### src/rtl/avst_pkt_arbiter_pkg.sv
// Shared definitions for the Avalon-ST packet arbiter slice:
// arbiter FSM states and the default beat width.
package avst_pkg;

   typedef enum logic [0:0] {
      IDLE  = 1'b0,
      GRANT = 1'b1
   } arb_state_e;

   localparam int BEAT_DATA_W = 8;

endpackage

### src/rtl/avst_pkt_arbiter_rr_pick.sv
// Combinational round-robin priority selector: returns the first set request
// found when searching from ptr upward, wrapping at N_REQ.
module rr_pick #(
   parameter int N_REQ = 4,
   parameter int CH_W  = $clog2(N_REQ)
) (
   input  logic [N_REQ-1:0] req,
   input  logic [CH_W-1:0]  ptr,
   output logic [CH_W-1:0]  gnt_id,
   output logic             any
);

   localparam logic [CH_W:0] N_W = (CH_W+1)'(N_REQ);

   logic [2*N_REQ-1:0] dbl;
   logic [N_REQ-1:0]   rot;
   logic [CH_W-1:0]    off;
   logic [CH_W:0]      sum;

   // Rotate the doubled request vector so bit 0 is the pointer position,
   // then take the lowest set bit as the offset from the pointer.
   always_comb begin
      dbl = {req, req} >> ptr;
      rot = dbl[N_REQ-1:0];
      off = '0;
      for (int k = N_REQ - 1; k >= 0; k--) begin
         off = rot[k] ? CH_W'(k) : off;
      end
      sum    = {1'b0, ptr} + {1'b0, off};
      gnt_id = (sum >= N_W) ? CH_W'(sum - N_W) : sum[CH_W-1:0];
      any    = |req;
   end

endmodule

### src/rtl/avst_pkt_arbiter.sv
// Packet-granular round-robin arbiter sharing one Avalon-ST consumer among
// N_REQ requesters; the grant is held until the packet's end beat is accepted.
module avst_pkt_arbiter
   import avst_pkg::*;
#(
   parameter int N_REQ  = 4,
   parameter int DATA_W = BEAT_DATA_W,
   parameter int CH_W   = $clog2(N_REQ)
) (
   input  logic                    clk,
   input  logic                    reset,
   input  logic [N_REQ*DATA_W-1:0] in_data,
   input  logic [N_REQ-1:0]        in_end,
   input  logic [N_REQ-1:0]        in_valid,
   output logic [N_REQ-1:0]        in_ready,
   input  logic [N_REQ-1:0]        chan_en,
   output logic [DATA_W-1:0]       out_data,
   output logic                    out_end,
   output logic                    out_valid,
   input  logic                    out_ready,
   output logic [CH_W-1:0]         out_chan,
   output logic                    busy,
   output logic                    pkt_done
);

   localparam logic [CH_W-1:0] LAST_ID = CH_W'(N_REQ - 1);

   arb_state_e       state_q, state_d;
   logic [CH_W-1:0]  gnt_q, gnt_d;
   logic [CH_W-1:0]  rr_ptr_q, rr_ptr_d;
   logic             pkt_done_q, pkt_done_d;

   logic [N_REQ-1:0] req;
   logic [CH_W-1:0]  pick_id;
   logic             pick_any;
   logic             xfer_end;

   assign req = in_valid & chan_en;

   rr_pick #(
      .N_REQ (N_REQ),
      .CH_W  (CH_W)
   ) u_rr_pick (
      .req    (req),
      .ptr    (rr_ptr_q),
      .gnt_id (pick_id),
      .any    (pick_any)
   );

   // State register
   always_ff @(posedge clk) begin
      if (reset) begin
         state_q    <= IDLE;
         gnt_q      <= '0;
         rr_ptr_q   <= '0;
         pkt_done_q <= 1'b0;
      end else begin
         state_q    <= state_d;
         gnt_q      <= gnt_d;
         rr_ptr_q   <= rr_ptr_d;
         pkt_done_q <= pkt_done_d;
      end
   end

   // Next-state logic; chan_en only matters while choosing in IDLE
   always_comb begin
      state_d    = state_q;
      gnt_d      = gnt_q;
      rr_ptr_d   = rr_ptr_q;
      pkt_done_d = 1'b0;
      xfer_end   = in_valid[gnt_q] && in_end[gnt_q] && out_ready;
      case (state_q)
         IDLE: begin
            if (pick_any) begin
               state_d = GRANT;
               gnt_d   = pick_id;
            end else begin
               state_d = IDLE;
            end
         end
         GRANT: begin
            if (xfer_end) begin
               state_d    = IDLE;
               pkt_done_d = 1'b1;
               rr_ptr_d   = (gnt_q == LAST_ID) ? '0 : gnt_q + 1'b1;
            end else begin
               state_d = GRANT;
            end
         end
         default: state_d = IDLE;
      endcase
   end

   // Output logic: zero-latency pass-through of the granted channel
   always_comb begin
      in_ready  = '0;
      out_data  = '0;
      out_end   = 1'b0;
      out_valid = 1'b0;
      out_chan  = '0;
      busy      = 1'b0;
      case (state_q)
         GRANT: begin
            out_data        = in_data[int'(gnt_q)*DATA_W +: DATA_W];
            out_end         = in_end[gnt_q];
            out_valid       = in_valid[gnt_q];
            in_ready[gnt_q] = out_ready;
            out_chan        = gnt_q;
            busy            = 1'b1;
         end
         default: begin
            busy = 1'b0;
         end
      endcase
   end

   assign pkt_done = pkt_done_q;

endmodule
### config.mk
export PLATFORM = sky130hd
export DESIGN_NAME = avst_pkt_arbiter
export DESIGN_NICKNAME = d
export VERILOG_FILES = /design/src/rtl/avst_pkt_arbiter_pkg.sv /design/src/rtl/avst_pkt_arbiter_rr_pick.sv /design/src/rtl/avst_pkt_arbiter.sv
export SDC_FILE = /design/constraint.sdc
export NUM_CORES = 1
export LEC_CHECK = 0
export ABC_CLOCK_PERIOD_IN_PS = 1700
export CORE_MARGIN = 2
export CORE_UTILIZATION = 31
export CTS_CLUSTER_SIZE = 40
export DETAILED_ROUTE_END_ITERATION = 8
export PLACE_DENSITY = 0.77
export SLEW_MARGIN = 20
export SYNTH_ARGS = -nofsm -noshare
export SYNTH_HDL_FRONTEND = slang
export SYNTH_HIERARCHICAL = 1
export SYNTH_SLANG_ARGS = --single-unit
### constraint.sdc
create_clock -name clk -period 1.7 [get_ports clk]
set_input_delay 0.425 -clock clk [delete_from_list [all_inputs] [get_ports clk]]
set_output_delay 0.425 -clock clk [all_outputs]
set_load 0.005 [all_outputs]
==> results of run 1 <==
## metrics by stage
| stage | cells | hold slack, ns | utilization, % | TNS (ns) | cell area [um2] |
|---|---|---|---|---|---|
| 6_report | 234 | 0.5678 | 76.13 | -2.754 | 2063 |
| 5_1_grt | 234 | 0.5828 | 76.13 | -3.599 | 2063 |
| 4_1_cts | 228 | 0.5427 | 70.13 | -2.592 | 1901 |
| 3_5_place_dp | 206 | 0.5553 | 63.53 | -9.608 | 1722 |
| 3_3_place_gp | 206 | 0.5377 | 63.53 | -9.268 | 1722 |
| 2_1_floorplan | 97 | 0.4966 | - | 0 | 895.9 |
## worst reg2reg max path, cell delays in order (launching register included)
cell and delay, ns:
dfxtp_4 0.39, buf_6 0.12, mux4_2 0.51, buf_6 0.14
buf_6 0.10, and2_4 0.14, mux2_4 0.28
## sequential cells by signal, summed over array words and instances, names as in the netlist
signal and count:
gnt_q 2, pkt_done 1, rr_ptr_q 2, state_q 1
## cells in the mapped netlist, types with 2 or more instances
| cell type | instances |
|---|---|
| mux2i_1 | 3 |
| a21oi_1 | 4 |
| and2_1 | 15 |
| nor3_1 | 4 |
| dfxtp_1 | 6 |
| clkbuf_1 | 3 |
| o21ai_0 | 2 |
| nand2_1 | 4 |
| and3_1 | 5 |
| inv_1 | 3 |
| nor3b_1 | 2 |
| nor2b_1 | 3 |
| nand2b_1 | 3 |
| nor2_1 | 8 |
| mux4_2 | 7 |
| nand3b_1 | 2 |
| ha_1 | 5 |
| mux4_1 | 2 |
## where the power goes
group | total (mW) | internal (mW) | switching, mW
clock network | 0.127 | 0.0796 | 0.0478
registers | 0.170 | 0.151 | 0.0193
logic | 0.560 | 0.360 | 0.200
## layout make-up
| class | instances | share of cell area (%) |
|---|---|---|
| timing repair buffer | 109 | 46.76 |
| multi-input combinational | 82 | 42.94 |
| sequential | 6 | 6.307 |
| tap | 31 | 1.880 |
| clock buffer | 3 | 1.092 |
| inverter | 3 | 1.031 |
## cells in the final DEF (no fill, tap or decap), drive strengths merged, types with 4 or more instances in the layout
cell	synthesis	layout
clkbuf	3	4
and2	16	16
dfxtp	6	6
ha	5	5
nor2	8	8
nand2	4	4
and3	5	5
buf	3	67
dlygate4sd2	0	38
nor3	4	4
mux4	9	9
a21oi	4	4
## cell families after synthesis
group / after synthesis / synth area share (%)
fa+ha+maj: 5 / 7.215
compound gates: 11 / 8.371
buf+inv: 9 / 5.339
simple gates: 51 / 33.77
flops: 6 / 13.85
xor+xnor: 2 / 2.021
mux: 13 / 29.44
## routing by layer
layer | track usage (%) | vias up
met5 | 0 | -
met4 | 5.980 | 0
met3 | 6.452 | 12
met2 | 39.90 | 68
met1 | 23.27 | 561
li1 | - | 570
## how the worst max path moves through the flow
stage / start / to / cells after the start / slack [ns]
after global placement: in_data[29] / out_data[5] / 4 / -0.62
after CTS: gnt_q[0] / out_data[6] / 4 / -0.25
after detailed placement: in_end[3] / out_end / 4 / -0.65
after floorplan: gnt_q[0] / out_data[1] / 4 / 0.005
final: gnt_q[0] / out_data[3] / 4 / -0.26
after global routing: gnt_q[0] / out_data[3] / 4 / -0.30
## repair_timing
action | in CTS | in global routing
setup buffers | 19 | 9
cloned | 1 | 0
resized for setup | 166 | 29
endpoints found under the setup margin | 23 | 21
pin swaps | 31 | 14
==> results.ini, run 1 <==
[sta]
hold_viol = 0
worst_slack_ns = -0.2556
drv_slew = 0
grt_setup_unrepaired = true
maxSlewHeadroom_pct = 77.41
worstMarginPinSlew_ns = 0.3378
fin_skew_ns = 0.003910
period_share_pct = 115.0
fmax_mhz = 511.3
finalCriticalPeriod_ns = 1.956
setup_violations = 15

[synth]
ys_seq_area_share_pct = 13.85
ys.flop_type = dfxtp_1
yosysWarnings = 6
syn_avg_cell_area_um2 = 8.939
synthCells = 97
synth.top_cell.area_share_pct = 18.18
synth_edf_count = 0
ys_ff_latch = 6
synth_area_leaders = mux4_2 (18%), dfxtp_1 (14%), and2_1 (11%), ha_1 (7.2%), mux4_1 (6.1%)
async_reset_ff_share_pct = 0
synth_nets = 149
yosys.area.top_type = mux4_2
synth_area_um2 = 867.1
ys_types = 34

[final_layout]
regArea_um2 = 130.1
multi_input_area_um2 = 885.9
syn_to_final_growth_pct = 138.0
antenna_cells = 0
fin_nets = 257
drive_above_1_share_pct = 59.61
n_fill_cell = 158

[run_status]
violations = setup timing
status = finished, violations left

[clock_network]
clk_path_buf_depth = 2
cts_buffers = 3
h-tree-depth = 1
clock-sinks = 6
root_buffer = clkbuf_4
cts_hold_buf = 0
clk_pin_slew_ns = 0.05
cts_tree = done
clk_latency_ns = 0.24

[routing]
antenna_left = 0
wl_met2_um = 2018
dr.pass1.iters = 4
drc = 0
highest_layer = met4
wl_per_cell_um = 16.53
route.met3.wl_um = 376
first_iter_violations = 33
vias = 1211
wl_met1_um = 1398
viasPerCell = 5.175
finalWirelength_um = 3868

[global_routing]
grt_first_pass_wirelength_um = 5568
grt_remaining_overflow = 0
antenna_found_initial = 0
grt_max_degree = 20
track_usage_pct = 21.53
grt_pass1_vias = 1269

[worst_setup_path]
cp_top_family = multiplexers
rrSetupSlack_ns = -0.10
crit_path_end_kind = primary output
start_kind = flip-flop
required_ns = 1.27
worstReg2RegStart = gnt_q[0]
critPathMaxFanout = 4
cp.arrival_ns = 1.53
cp_slowest_cell = mux4_2
crit_buf_inv = 2
crit_chain = buf_16 -> mux4_2 -> and2_1 -> buf_2
crit_type = reg2out
cp_slowest_stage_delay_ns = 0.50
ff2ff_path_depth = 6
timing.rr.end = rr_ptr_q[0]

[placed_design]
io_buffers = 64
dp_hpwl_um = 2353
gp_congestion = 0.7715
post-place-ws_ns = -0.6528

[floorplanning]
fp.coreArea_um2 = 2710
pin_count = 65
initial_core_util_pct = 31.99
die_w_um = 56.89
die_area_um2 = 3236
rows = 19
die_h_um = 56.89

[worst_hold_path]
min_from = state_q
min_path_type = reg2reg
holdPathStages = 2
holdPathEnd = state_q

[pwr]
power.leakage_nw = 0.9529
power.total_mw = 0.8577
ir_worst_vdd_mv = 0.4317
powerDensity_nw_per_um2 = 415.7

[job]
max_cap_viol_count = 0

(Power assumes the default switching activity.)
==> run 2, diff against run 1 <==
- ABC_CLOCK_PERIOD_IN_PS: 1700 -> not set
- CTS_CLUSTER_SIZE: 40 -> 20
==> results of run 2 <==
The final DEF is identical to that of run 1; final timing and power are the same.
==> run 3, diff against run 2 <==
- CTS_BUF_LIST: not set -> sky130_fd_sc_hd__clkbuf_8 sky130_fd_sc_hd__clkbuf_16
==> run 3 against run 2 <==
Against the previous run: the run still ends with setup timing left; worst setup slack got worse by 0.0055 ns; sequential share of layout area is 0.093 points higher; count of clock-buffer cells in the layout did not move; hold slack worse by 0.025 ns; critical path type unchanged; die area did not move.
==> results.ini, run 3 (synthesized netlist as in run 1, its figures left out) <==
[final_layout]
drive_above_1_share_pct = 58.29  ; was 59.61%
antenna_cells = 0  ; unchanged
fin_nets = 253  ; was 257
n_fill_cell = 183  ; was 158
final_cell_mix = dlygate4sd2_1 (38), buf_4 (27), buf_6 (17)  ; was dlygate4sd2_1 (38), buf_4 (31), buf_6 (17)
syn_to_final_growth_pct = 134.5  ; was 138.0%
reg_top3 = gnt_q: 2 flops, rr_ptr_q: 2 flops  ; unchanged
final_common_cell = dlygate4sd2_1  ; unchanged
final_area_um2 = 2033  ; was 2063 um2
regArea_um2 = 130.1  ; unchanged
multi_input_area_um2 = 867.1  ; was 885.9 um2

[sta]
worst_slack_ns = -0.2611  ; was -0.2556 ns
hold_slack_ns = 0.5432  ; was 0.5678 ns
worstMarginPinSlew_ns = 0.3066  ; was 0.3378 ns
tns_ns = -2.520  ; was -2.754 ns
setup_violations = 15  ; unchanged
fmax_mhz = 509.9  ; was 511.3 MHz
grt_setup_unrepaired = true  ; unchanged
maxSlewHeadroom_pct = 79.50  ; was 77.41%
hold_viol = 0  ; unchanged
drv_slew = 0  ; unchanged
finalCriticalPeriod_ns = 1.961  ; was 1.956 ns
period_share_pct = 115.4  ; was 115.0%
fin_skew_ns = 0.002190  ; was 0.003910 ns

[placed_design]
dp_hpwl_um = 2353  ; unchanged
placed_area_um2 = 1722  ; unchanged
gp_congestion = 0.7715  ; unchanged
io_buffers = 64  ; unchanged

[global_routing]
antenna_found_initial = 0  ; unchanged
track_usage_pct = 21.47  ; was 21.53%
grt_pass1_vias = 1227  ; was 1269
grt_max_degree = 20  ; unchanged
grt_first_pass_wirelength_um = 5547  ; was 5568 um
grt_remaining_overflow = 0  ; unchanged

[pwr]
seqPwrFrac_pct = 18.5  ; was 19.9%
swShare_pct = 29.45  ; was 31.16%
ir_worst_vdd_mv = 0.5787  ; was 0.4317 mV
p_switching_mw = 0.2719  ; was 0.2673 mW
clockPowerShare_pct = 22.7  ; was 14.9%
power_frac_comb_pct = 58.8  ; was 65.3%
power.leakage_nw = 0.9390  ; was 0.9529 nW
intPower_mw = 0.6514  ; was 0.5905 mW
powerDensity_nw_per_um2 = 454.1  ; was 415.7 nW/um2
power.total_mw = 0.9233  ; was 0.8577 mW

[clock_network]
h-tree-depth = 1  ; unchanged
clk_pin_slew_ns = 0.04  ; was 0.05 ns
cts_tree = done  ; unchanged
root_buffer = clkbuf_8  ; was clkbuf_4
clk_path_buf_depth = 2  ; unchanged
cts_buffers = 3  ; unchanged
clock-sinks = 6  ; unchanged
clk_latency_ns = 0.22  ; was 0.24 ns

[worst_hold_path]
holdPathEnd = state_q  ; unchanged
min_from = state_q  ; unchanged
min_path_type = reg2reg  ; unchanged
holdPathStages = 2  ; unchanged

[floorplanning]
initial_core_util_pct = 31.99  ; unchanged
die_area_um2 = 3236  ; unchanged
rows = 19  ; unchanged
pin_count = 65  ; unchanged
die_w_um = 56.89  ; unchanged
fp.coreArea_um2 = 2710  ; unchanged
die_h_um = 56.89  ; unchanged

[job]
max_cap_viol_count = 0  ; unchanged

[routing]
wl_per_cell_um = 16.57  ; was 16.53 um
finalWirelength_um = 3810  ; was 3868 um
dr.pass1.iters = 4  ; unchanged
drc = 0  ; unchanged
first_iter_violations = 18  ; was 33
antenna_left = 0  ; unchanged
vias = 1154  ; was 1211
viasPerCell = 5.017  ; was 5.175

[run_status]
violations = setup timing  ; unchanged
status = finished, violations left  ; unchanged

[worst_setup_path]
crit_path_end_kind = primary output  ; unchanged
worstReg2RegStart = gnt_q[0]  ; unchanged
crit_type = reg2out  ; unchanged
cp.arrival_ns = 1.54  ; was 1.53 ns
timing.rr.end = rr_ptr_q[0]  ; unchanged
rrSetupSlack_ns = -0.12  ; was -0.10 ns
critPathMaxFanout = 3  ; was 4
start_kind = flip-flop  ; unchanged
required_ns = 1.27  ; about the same
ff2ff_path_depth = 9  ; was 6

-- run 3: changes by cell type in the layout (fill, tap and decap cells not counted), sizes merged --
cell,delta
buf,-4
-- run 3: layout make-up --
| class | instances | area share [%] |
|---|---|---|
| repair buffers | 105 | 45.97 |
| multi-input cells | 82 | 42.65 |
| flip-flops and latches | 6 | 6.400 |
| clock buffers | 3 | 2.031 |
| well taps | 31 | 1.908 |
| inverters | 3 | 1.046 |
-- run 3: worst max-delay path: stages, from the launching register on --
cell and delay [ns]:
dfxtp_4 0.39, buf_6 0.12, mux4_2 0.54, and2_4 0.17
buf_6 0.10
-- run 3: how the worst max path moves through the flow --
| stage | depth (start not counted) | end | from |
|---|---|---|---|
| detailed placement | 4 | out_end | in_end[3] |
| global placement | 4 | out_data[5] | in_data[29] |
| floorplan | 4 | out_data[1] | gnt_q[0] |
| CTS | 4 | out_data[6] | gnt_q[0] |
| finish | 4 | out_end | gnt_q[0] |
| global route | 4 | out_end | gnt_q[0] |
-- run 3: what timing repair did --
action	in CTS	in global routing
gates resized for setup	166	25
buffers inserted	20	3
setup endpoints to repair	22	18
pin swaps	29	11
hold buffers	0	0
cloned	1	0
-- run 3: routing by layer --
layer	track usage [%]	up-vias	share of wire, %	routed length [um]
li1	-	558	-	-
met1	24.79	537	41	1551
met2	39.08	55	50	1900
met3	5.760	4	8.6	327
met4	4.651	0	0.81	31
met5	0	-	0	0
-- run 3: power by group through the flow --
| stage | Clock [mW] | Sequential [mW] | Combinational (mW) |
|---|---|---|---|
| floorplan | 0 | 0.161 | 0.188 |
| global route | 0.223 | 0.172 | 0.579 |
| detailed placement | 0 | 0.165 | 0.437 |
| global placement | 0 | 0.164 | 0.429 |
| CTS | 0.213 | 0.168 | 0.487 |
| finish | 0.210 | 0.171 | 0.543 |
-- run 3: through the flow --
| step | util [%] | worst slack, ns | instances |
|---|---|---|---|
| final | 75.02 | -0.2611 | 230 |
| after CTS | 71.24 | -0.2212 | 229 |
| after global routing | 75.02 | -0.2827 | 230 |
| after detailed placement | 63.53 | -0.6528 | 206 |
| after floorplan | - | 0.005455 | 97 |
| after global placement | 63.53 | -0.6237 | 206 |
